File: src/rtl/ptw_walker.sv
// Two-level (10/10/12) page-table walker answering TLB misses through a
// single-outstanding memory read port; returns a 4 KiB leaf PTE or a fault.
module ptw_walker #(
    parameter int MEM_TIMEOUT = 64
) (
    input  logic        clk,
    input  logic        rst_n,
    input  logic        ptw_req_i,
    input  logic [31:0] ptw_vaddr_i,
    input  logic [19:0] root_ppn_i,
    output logic        ptw_resp_valid_o,
    output logic [31:0] ptw_pte_o,
    output logic        ptw_fault_o,
    output logic        busy_o,
    output logic        mem_req_o,
    output logic [31:0] mem_addr_o,
    input  logic        mem_ready_i,
    input  logic        mem_rvalid_i,
    input  logic [31:0] mem_rdata_i,
    input  logic        mem_err_i
);

    localparam int CW = (MEM_TIMEOUT > 0) ? $clog2(MEM_TIMEOUT + 1) : 1;

    typedef enum logic [2:0] {
        S_IDLE, S_L1_REQ, S_L1_WAIT, S_L0_REQ, S_L0_WAIT, S_RESP, S_DRAIN
    } state_t;

    state_t      r_state;
    logic [9:0]  r_vpn0;
    logic [CW-1:0] r_cnt;
    logic        r_outstanding;

    logic        w_timeout;
    logic        w_bad;
    logic        w_ptr;
    logic        w_misaligned;
    logic        w_in_wait;
    logic        w_fin;
    logic        w_fin_fault;
    logic [31:0] w_fin_pte;
    logic        w_unused_vaddr;

    assign w_unused_vaddr = ^ptw_vaddr_i[11:0];

    assign w_timeout    = (MEM_TIMEOUT != 0) && (r_cnt == CW'(MEM_TIMEOUT - 1));
    assign w_bad        = mem_err_i | ~mem_rdata_i[3] | (mem_rdata_i[2] & ~mem_rdata_i[1]);
    assign w_ptr        = (mem_rdata_i[2:0] == 3'b000);
    assign w_misaligned = |mem_rdata_i[21:12];
    assign w_in_wait    = (r_state == S_L1_WAIT) || (r_state == S_L0_WAIT);

    // Decide whether the walk terminates this cycle, and with what result.
    always_comb begin
        w_fin       = 1'b0;
        w_fin_fault = 1'b0;
        w_fin_pte   = 32'h0;
        case (r_state)
            S_L1_REQ, S_L0_REQ: begin
                if (!mem_ready_i && w_timeout) begin
                    w_fin       = 1'b1;
                    w_fin_fault = 1'b1;
                end
            end
            S_L1_WAIT: begin
                if (mem_rvalid_i) begin
                    if (w_bad || (!w_ptr && w_misaligned)) begin
                        w_fin       = 1'b1;
                        w_fin_fault = 1'b1;
                    end else if (!w_ptr) begin
                        w_fin     = 1'b1;
                        w_fin_pte = {mem_rdata_i[31:22], r_vpn0, mem_rdata_i[11:0]};
                    end
                end else if (w_timeout) begin
                    w_fin       = 1'b1;
                    w_fin_fault = 1'b1;
                end
            end
            S_L0_WAIT: begin
                if (mem_rvalid_i) begin
                    w_fin = 1'b1;
                    if (w_bad || w_ptr) begin
                        w_fin_fault = 1'b1;
                    end else begin
                        w_fin_pte = mem_rdata_i;
                    end
                end else if (w_timeout) begin
                    w_fin       = 1'b1;
                    w_fin_fault = 1'b1;
                end
            end
            default: ;
        endcase
    end

    always_ff @(posedge clk or negedge rst_n) begin
        if (!rst_n) begin
            r_state          <= S_IDLE;
            r_vpn0           <= '0;
            r_cnt            <= '0;
            r_outstanding    <= 1'b0;
            ptw_resp_valid_o <= 1'b0;
            ptw_pte_o        <= 32'h0;
            ptw_fault_o      <= 1'b0;
            busy_o           <= 1'b0;
            mem_req_o        <= 1'b0;
            mem_addr_o       <= 32'h0;
        end else begin
            ptw_resp_valid_o <= 1'b0;
            case (r_state)
                S_IDLE: begin
                    if (ptw_req_i) begin
                        r_vpn0     <= ptw_vaddr_i[21:12];
                        mem_addr_o <= {root_ppn_i, ptw_vaddr_i[31:22], 2'b00};
                        mem_req_o  <= 1'b1;
                        r_cnt      <= '0;
                        busy_o     <= 1'b1;
                        r_state    <= S_L1_REQ;
                    end
                end
                S_L1_REQ, S_L0_REQ: begin
                    r_cnt <= r_cnt + 1'b1;
                    if (mem_ready_i) begin
                        mem_req_o <= 1'b0;
                        r_state   <= (r_state == S_L1_REQ) ? S_L1_WAIT : S_L0_WAIT;
                    end
                end
                S_L1_WAIT: begin
                    r_cnt <= r_cnt + 1'b1;
                    if (mem_rvalid_i && !w_bad && w_ptr) begin
                        mem_addr_o <= {mem_rdata_i[31:12], r_vpn0, 2'b00};
                        mem_req_o  <= 1'b1;
                        r_cnt      <= '0;
                        r_state    <= S_L0_REQ;
                    end
                end
                S_L0_WAIT: r_cnt <= r_cnt + 1'b1;
                S_RESP: begin
                    busy_o  <= r_outstanding;
                    r_state <= r_outstanding ? S_DRAIN : S_IDLE;
                end
                S_DRAIN: begin
                    if (mem_rvalid_i) begin
                        r_outstanding <= 1'b0;
                        busy_o        <= 1'b0;
                        r_state       <= S_IDLE;
                    end
                end
                default: r_state <= S_IDLE;
            endcase
            // A WAIT-state timeout leaves one read in flight that DRAIN must absorb.
            if (w_fin) begin
                ptw_resp_valid_o <= 1'b1;
                ptw_pte_o        <= w_fin_pte;
                ptw_fault_o      <= w_fin_fault;
                mem_req_o        <= 1'b0;
                r_outstanding    <= w_in_wait && !mem_rvalid_i;
                r_state          <= S_RESP;
            end
        end
    end

endmodule

File: config.mk
export PLATFORM = sky130hd
export DESIGN_NAME = ptw_walker
export DESIGN_NICKNAME = d
export VERILOG_FILES = /design/src/rtl/ptw_walker.sv
export SDC_FILE = /design/constraint.sdc
export NUM_CORES = 1
export LEC_CHECK = 0
export BUFFER_PORTS_ARGS = -buffer_cell sky130_fd_sc_hd__buf_4
export CELL_PAD_IN_SITES_DETAIL_PLACEMENT = 1
export CELL_PAD_IN_SITES_GLOBAL_PLACEMENT = 2
export CORE_MARGIN = 2
export CORE_UTILIZATION = 29
export DETAILED_ROUTE_END_ITERATION = 16
export PLACE_DENSITY_LB_ADDON = 0.25
export SLEW_MARGIN = 10
export SYNTH_ARGS = -nofsm -noshare
export SYNTH_HDL_FRONTEND = slang
export SYNTH_SLANG_ARGS = --single-unit
File: constraint.sdc
create_clock -name clk -period 2.34 [get_ports clk]
set_input_delay 0.468 -clock clk [delete_from_list [all_inputs] [get_ports clk]]
set_output_delay 0.468 -clock clk [all_outputs]
set_load 0.02 [all_outputs]
After elaboration in Yosys (flattened, before gate mapping)
Index checks and enable logic that the tools add are counted.
{"block": "totals", "regBits": 89, "elab_cells": 103}
{"block": "op_classes", "addsub": 1, "n_eq_ne": 15, "n_mux": 42, "bitwise": 5, "reduce_logical": 30}
{"op": "two-way mux 32 bit", "count": 7}
{"op": "case mux 32 bit (2 select lines)", "count": 2}
{"op": "two-way mux 3 bit", "count": 7}
{"op": "case mux 7 bit (3 select lines)", "count": 1}
{"op": "two-way mux 1 bit", "count": 18}
{"op": "case mux 3 bit (6 select lines)", "count": 1}
{"op": "two-way mux 7 bit", "count": 2}
{"op": "case mux 1 bit (3 select lines)", "count": 4}
{"op": "OR reduction 10 bit", "count": 1}
{"op": "== test 3 bit (second input constant)", "count": 3}
{"op": "inequality test 3 bit (second input constant)", "count": 3}
{"op": "adder 7 x 1 -> 7 bit (second input constant)", "count": 1}
{"op": "== test 7 x 6 -> 1 bit (second input constant)", "count": 1}
{"op": "== test 3 x 2 -> 1 bit (second input constant)", "count": 2}
{"op": "logical NOT 3 bit", "count": 2}
{"op": "inequality test 2 bit (second input constant)", "count": 3}
{"op": "AND reduction 2 bit", "count": 3}
{"op": "AND reduction 3 bit", "count": 2}
{"op": "nonzero test 2 bit", "count": 3}
{"op": "nonzero test 3 bit", "count": 2}
{"op": "logical AND 1 bit", "count": 5}
{"op": "AND reduction 5 bit", "count": 1}
{"op": "logical NOT 1 bit", "count": 4}
{"op": "AND reduction 4 bit", "count": 1}
{"op": "10 further kinds", "count": 14}

Longest topological paths before layout
{"block": "logic_depth", "depth_word": 9, "ltp_mapped": 9}

Worst setup path before layout
OpenSTA, ideal clock, no wires.
{"block": "synth_timing", "kind": "reg-to-reg", "from": "register r_cnt[0]", "to": "register ptw_pte_o[18]", "t_arrival_ns": 1.691, "setup_slack_ns": 0.522, "stages_incl_launch_ff": 9, "path_buffers": 2, "period_less_slack_ns": 1.818, "cell_sequence": "dfrtp_1 -> ha_1 -> nor2b_1 -> nand4_1 -> a31o_1 -> buf_6 -> buf_6 -> a222oi_1 -> inv_1"}
{"block": "synth_via", "elab_chain_len": 4}
{"element": "from (decl)", "line": "31", "source": "logic [CW-1:0] r_cnt;"}
{"element": "from (signal assigned)", "line": "121", "source": "r_cnt <= r_cnt + 1'b1;"}
{"element": "from (signal assigned)", "line": "128", "source": "r_cnt <= r_cnt + 1'b1;"}
{"element": "from (signal assigned)", "line": "136", "source": "S_L0_WAIT: r_cnt <= r_cnt + 1'b1;"}
{"element": "== test 7 x 6 -> 1 bit (*)", "line": "46", "source": "assign w_timeout = (MEM_TIMEOUT != 0) && (r_cnt == CW'(MEM_TIMEOUT - 1));"}
{"element": "two-way mux 1 bit or logical AND 1 bit (tied branches)", "line": "73, 86, 59"}
{"element": "two-way mux 1 bit, on equally long branches", "line": "79, 59, 65"}
{"element": "case mux 1 bit (3 select lines) (*)", "line": "57", "source": "case (r_state)"}
{"element": "to (signal assigned)", "line": "153", "source": "ptw_pte_o <= w_fin_pte;"}
{"element": "to (decl)", "line": "12", "source": "output logic [31:0] ptw_pte_o,"}
Mark *: on every way between the ends. The rest lies on a longest branch, timed or not.
A chain may end at the register's enable or synchronous reset.

Worst setup path after layout
{"block": "layout_timing", "from": "register r_state[2]", "to": "register ptw_pte_o[20]"}
{"block": "layout_via", "elab_chain_len": 3}
{"element": "from (decl)", "line": "29", "source": "state_t r_state;"}
{"element": "from (signal assigned)", "line": "124", "source": "r_state <= (r_state == S_L1_REQ) ? S_L1_WAIT : S_L0_WAIT;"}
{"element": "from (signal assigned)", "line": "139", "source": "r_state <= r_outstanding ? S_DRAIN : S_IDLE;"}
{"element": "== test 3 x 1 -> 1 bit or == test 3 x 2 -> 1 bit (tied branches)", "line": "57"}
{"element": "OR reduction 2 bit", "line": "57"}
{"element": "case mux 1 bit (3 select lines)", "line": "57"}
Parallel ways exist; a longest one is shown, timed or not.

==> flow_summary.toml <==
[detailed_routing]
drtAntennaViolNets = 0
drc = 0
viasPerCell = 5.00
routed_wl_mm = 12.2
drt_iter0_markers = 123
drtPass1Iterations = 5
vias = 3412
wl_per_cell_microns = 17.9

[run_status]
status = "finished clean"

[setup_path]
r2r_start = "r_state[2]"
crit_end = "ptw_pte_o[20]"
rr_worst_depth = 5
startpoint_type = "flip-flop"
cp.arrival_ns = 2.34
crit_type = "flip-flop to flip-flop"
worst-r2r-setup-slack_ns = 0.28
worstReg2RegEnd = "ptw_pte_o[20]"
worstPathRequired_ns = 2.62
end_kind = "flip-flop"
cp_max_fo = 13
crit_path_start = "r_state[2]"

[sta]
tightest_slew_ns = 0.737
relSlewSlack_pct = 50.7
whs_ns = 0.0575
setup_viol = 0
fmax_ghz = 0.486
fin_crit_sh_pct = 87.9
period_needed_ns = 2.06
maxSlewViolCount = 0
setup-tns-final_ns = 0
fin_skew_ns = 0.00531
hold_viol = 0
setup_slack_ns = 0.283
rsz0062_at_grt = "no"

[power]
power_mw = 6.82
max-vdd-ir-drop_uv = 539
p_leak_nw = 2.69
powerDensity_nw_per_um2 = 1230

[logic_synthesis]
synthesis.area_sq_um = 3980
ys_seq_elements = 87
synthMostInstantiatedCell = "dfrtp_1"
synth-seq-area-share_pct = 54.7
synth_cells = 359
ys_async_sr_fraction_pct = 100
synth_top_cell_area_share_pct = 54.7
synth_area_leader_cell = "dfrtp_1"
yosys-top-cells-area = "dfrtp_1 (55%), mux2i_1 (8.1%), a21oi_1 (5.0%)"
ys_warn_count = 0
synthFlopType = "dfrtp_1"
avgSynthCellArea_sq_um = 11.1
ys_types = 50
synth_common_cells = "dfrtp_1 (87), nor2_1 (44), a21oi_1 (40)"
synth_edf_count = 0

[layout]
final_cells = 682
area_growth_pct = 39.3
diodes = 0
layout.nets = 592
drive_above_1_share_pct = 34.8
nFillCells = 1482

[cts]
cts_buffers = 9
clock_path_buffers = 2
clk_latency_ns = 0.34
post_cts_resized = 0
tritoncts = "yes"
h-tree-depth = 3
clock_sinks = 87
clk_pin_slew_worst_paths_ns = 0.06
clockRootBuffer = "clkbuf_16"
postCtsSetupRepairBufs = 0
cts_hold_buf = 0

[floorplanning]
dieArea_sq_um = 14700
rows = 42
start_util_pct = 29.9
coreArea_sq_um = 13300
die_h_microns = 121
io_pins = 158
chipWidth_microns = 121

[global_route]
antenna_found_initial = 0
first_global_vias = 3573
grt_pass1_wl_mm = 19.0
grt_use_total_pct = 17.0
grt-ovfl-total = 0
grt_max_degree = 66

[place]
pre_cts_ws_ns = 0.223
dp_hpwl_mm = 8.87
gp_congestion = 0.774
placed_cells = 666
io_buffers = 143

[job]
cap_viol_max_count = 0

[hold_path]
hold_path.class = "input pin to async pin"
where the power goes:
part	internal, mW	switching, mW	leakage (nW)
combinational	1.30	1.63	1.47
clock	0.851	0.575	0.146
sequential	2.05	0.421	1.08
total	4.20	2.62	2.69
cells by family after synthesis:
family	count (synthesis)	synth area share, %
AOI/OAI and AO/OA	96	17.0
DFF	87	54.7
and+or+nand+nor	86	10.3
muxes	43	11.2
buffers and inverters	41	5.53
xor gates and xnor gates	4	0.880
adders and majority gates	1	0.314
other	1	0.0942
routing by layer:
| metal | global-route usage (%) | vias up | part of all wire [%] |
|---|---|---|---|
| met5 | 0 | - | 0 |
| met4 | 6.32 | 0 | 1.7 |
| met3 | 5.36 | 14 | 6.7 |
| met2 | 27.9 | 88 | 50 |
| met1 | 21.0 | 1734 | 42 |
| li1 | - | 1576 | - |
worst max-delay path, cell delays in order, from the launching register on:
cell	delay [ns]
dfrtp_1	0.56
nor3b_4	0.35
nand4_1	0.18
nor2_1	0.60
a222oi_1	0.20
inv_1	0.10
through the flow:
step / util (%) / instance area [sq um]
2_1_floorplan: - / 3980
3_3_place_gp: 39.5 / 5250
3_5_place_dp: 39.5 / 5250
4_1_cts: 41.7 / 5540
5_1_grt: 41.7 / 5540
6_report: 41.7 / 5540
cell usage in the layout (no fill, tap or decap), types with 2 or more instances in the layout:
cell type	Yosys	routed
inv_2	2	2
a32o_1	4	4
clkbuf_16	0	9
nand4_1	4	4
a22o_1	18	18
a21oi_1	40	40
mux2_1	10	10
o21ai_0	5	5
mux2i_1	32	32
a21o_1	3	3
nor4_1	2	2
inv_1	15	15
and3_1	2	2
o21bai_1	2	2
dfrtp_1	87	87
nor3_1	5	4
buf_12	0	3
nor2b_1	3	3
a222oi_1	10	10
conb_1	1	2
nand3_1	3	3
buf_4	6	151
o2bb2ai_1	2	2
clkbuf_1	3	2
nor2_1	44	44
xor2_1	4	4
or3_1	2	2
clkinv_2	0	3
nand2_1	13	13
area by class of cell:
class	instances	area, sq um	area share [%]
clock buffer	12	246	4.45
clock inverter	4	45.0	0.813
inverter	17	63.8	1.15
multi-input combinational	232	1600	28.8
sequential	87	2180	39.3
tap	176	220	3.97
timing repair buffer	154	1190	21.5
registers in the layout, indices dropped and copies added, names as in the netlist:
register / flops
r_vpn0: 10
r_outstanding: 1
ptw_fault_o: 1
mem_req_o: 1
r_cnt: 7
ptw_resp_valid_o: 1
ptw_pte_o: 32
mem_addr_o: 30
busy_o: 1
r_state: 3
worst min-delay path by stage:
stage,startpoint,endpoint
CTS,rst_n,mem_addr_o[4]
finish,rst_n,mem_addr_o[4]
global placement,rst_n,mem_addr_o[4]
floorplan,rst_n,busy_o
detailed placement,rst_n,mem_addr_o[4]
global route,rst_n,mem_addr_o[4]
No activity file was read; power rests on OpenSTA's default activity.
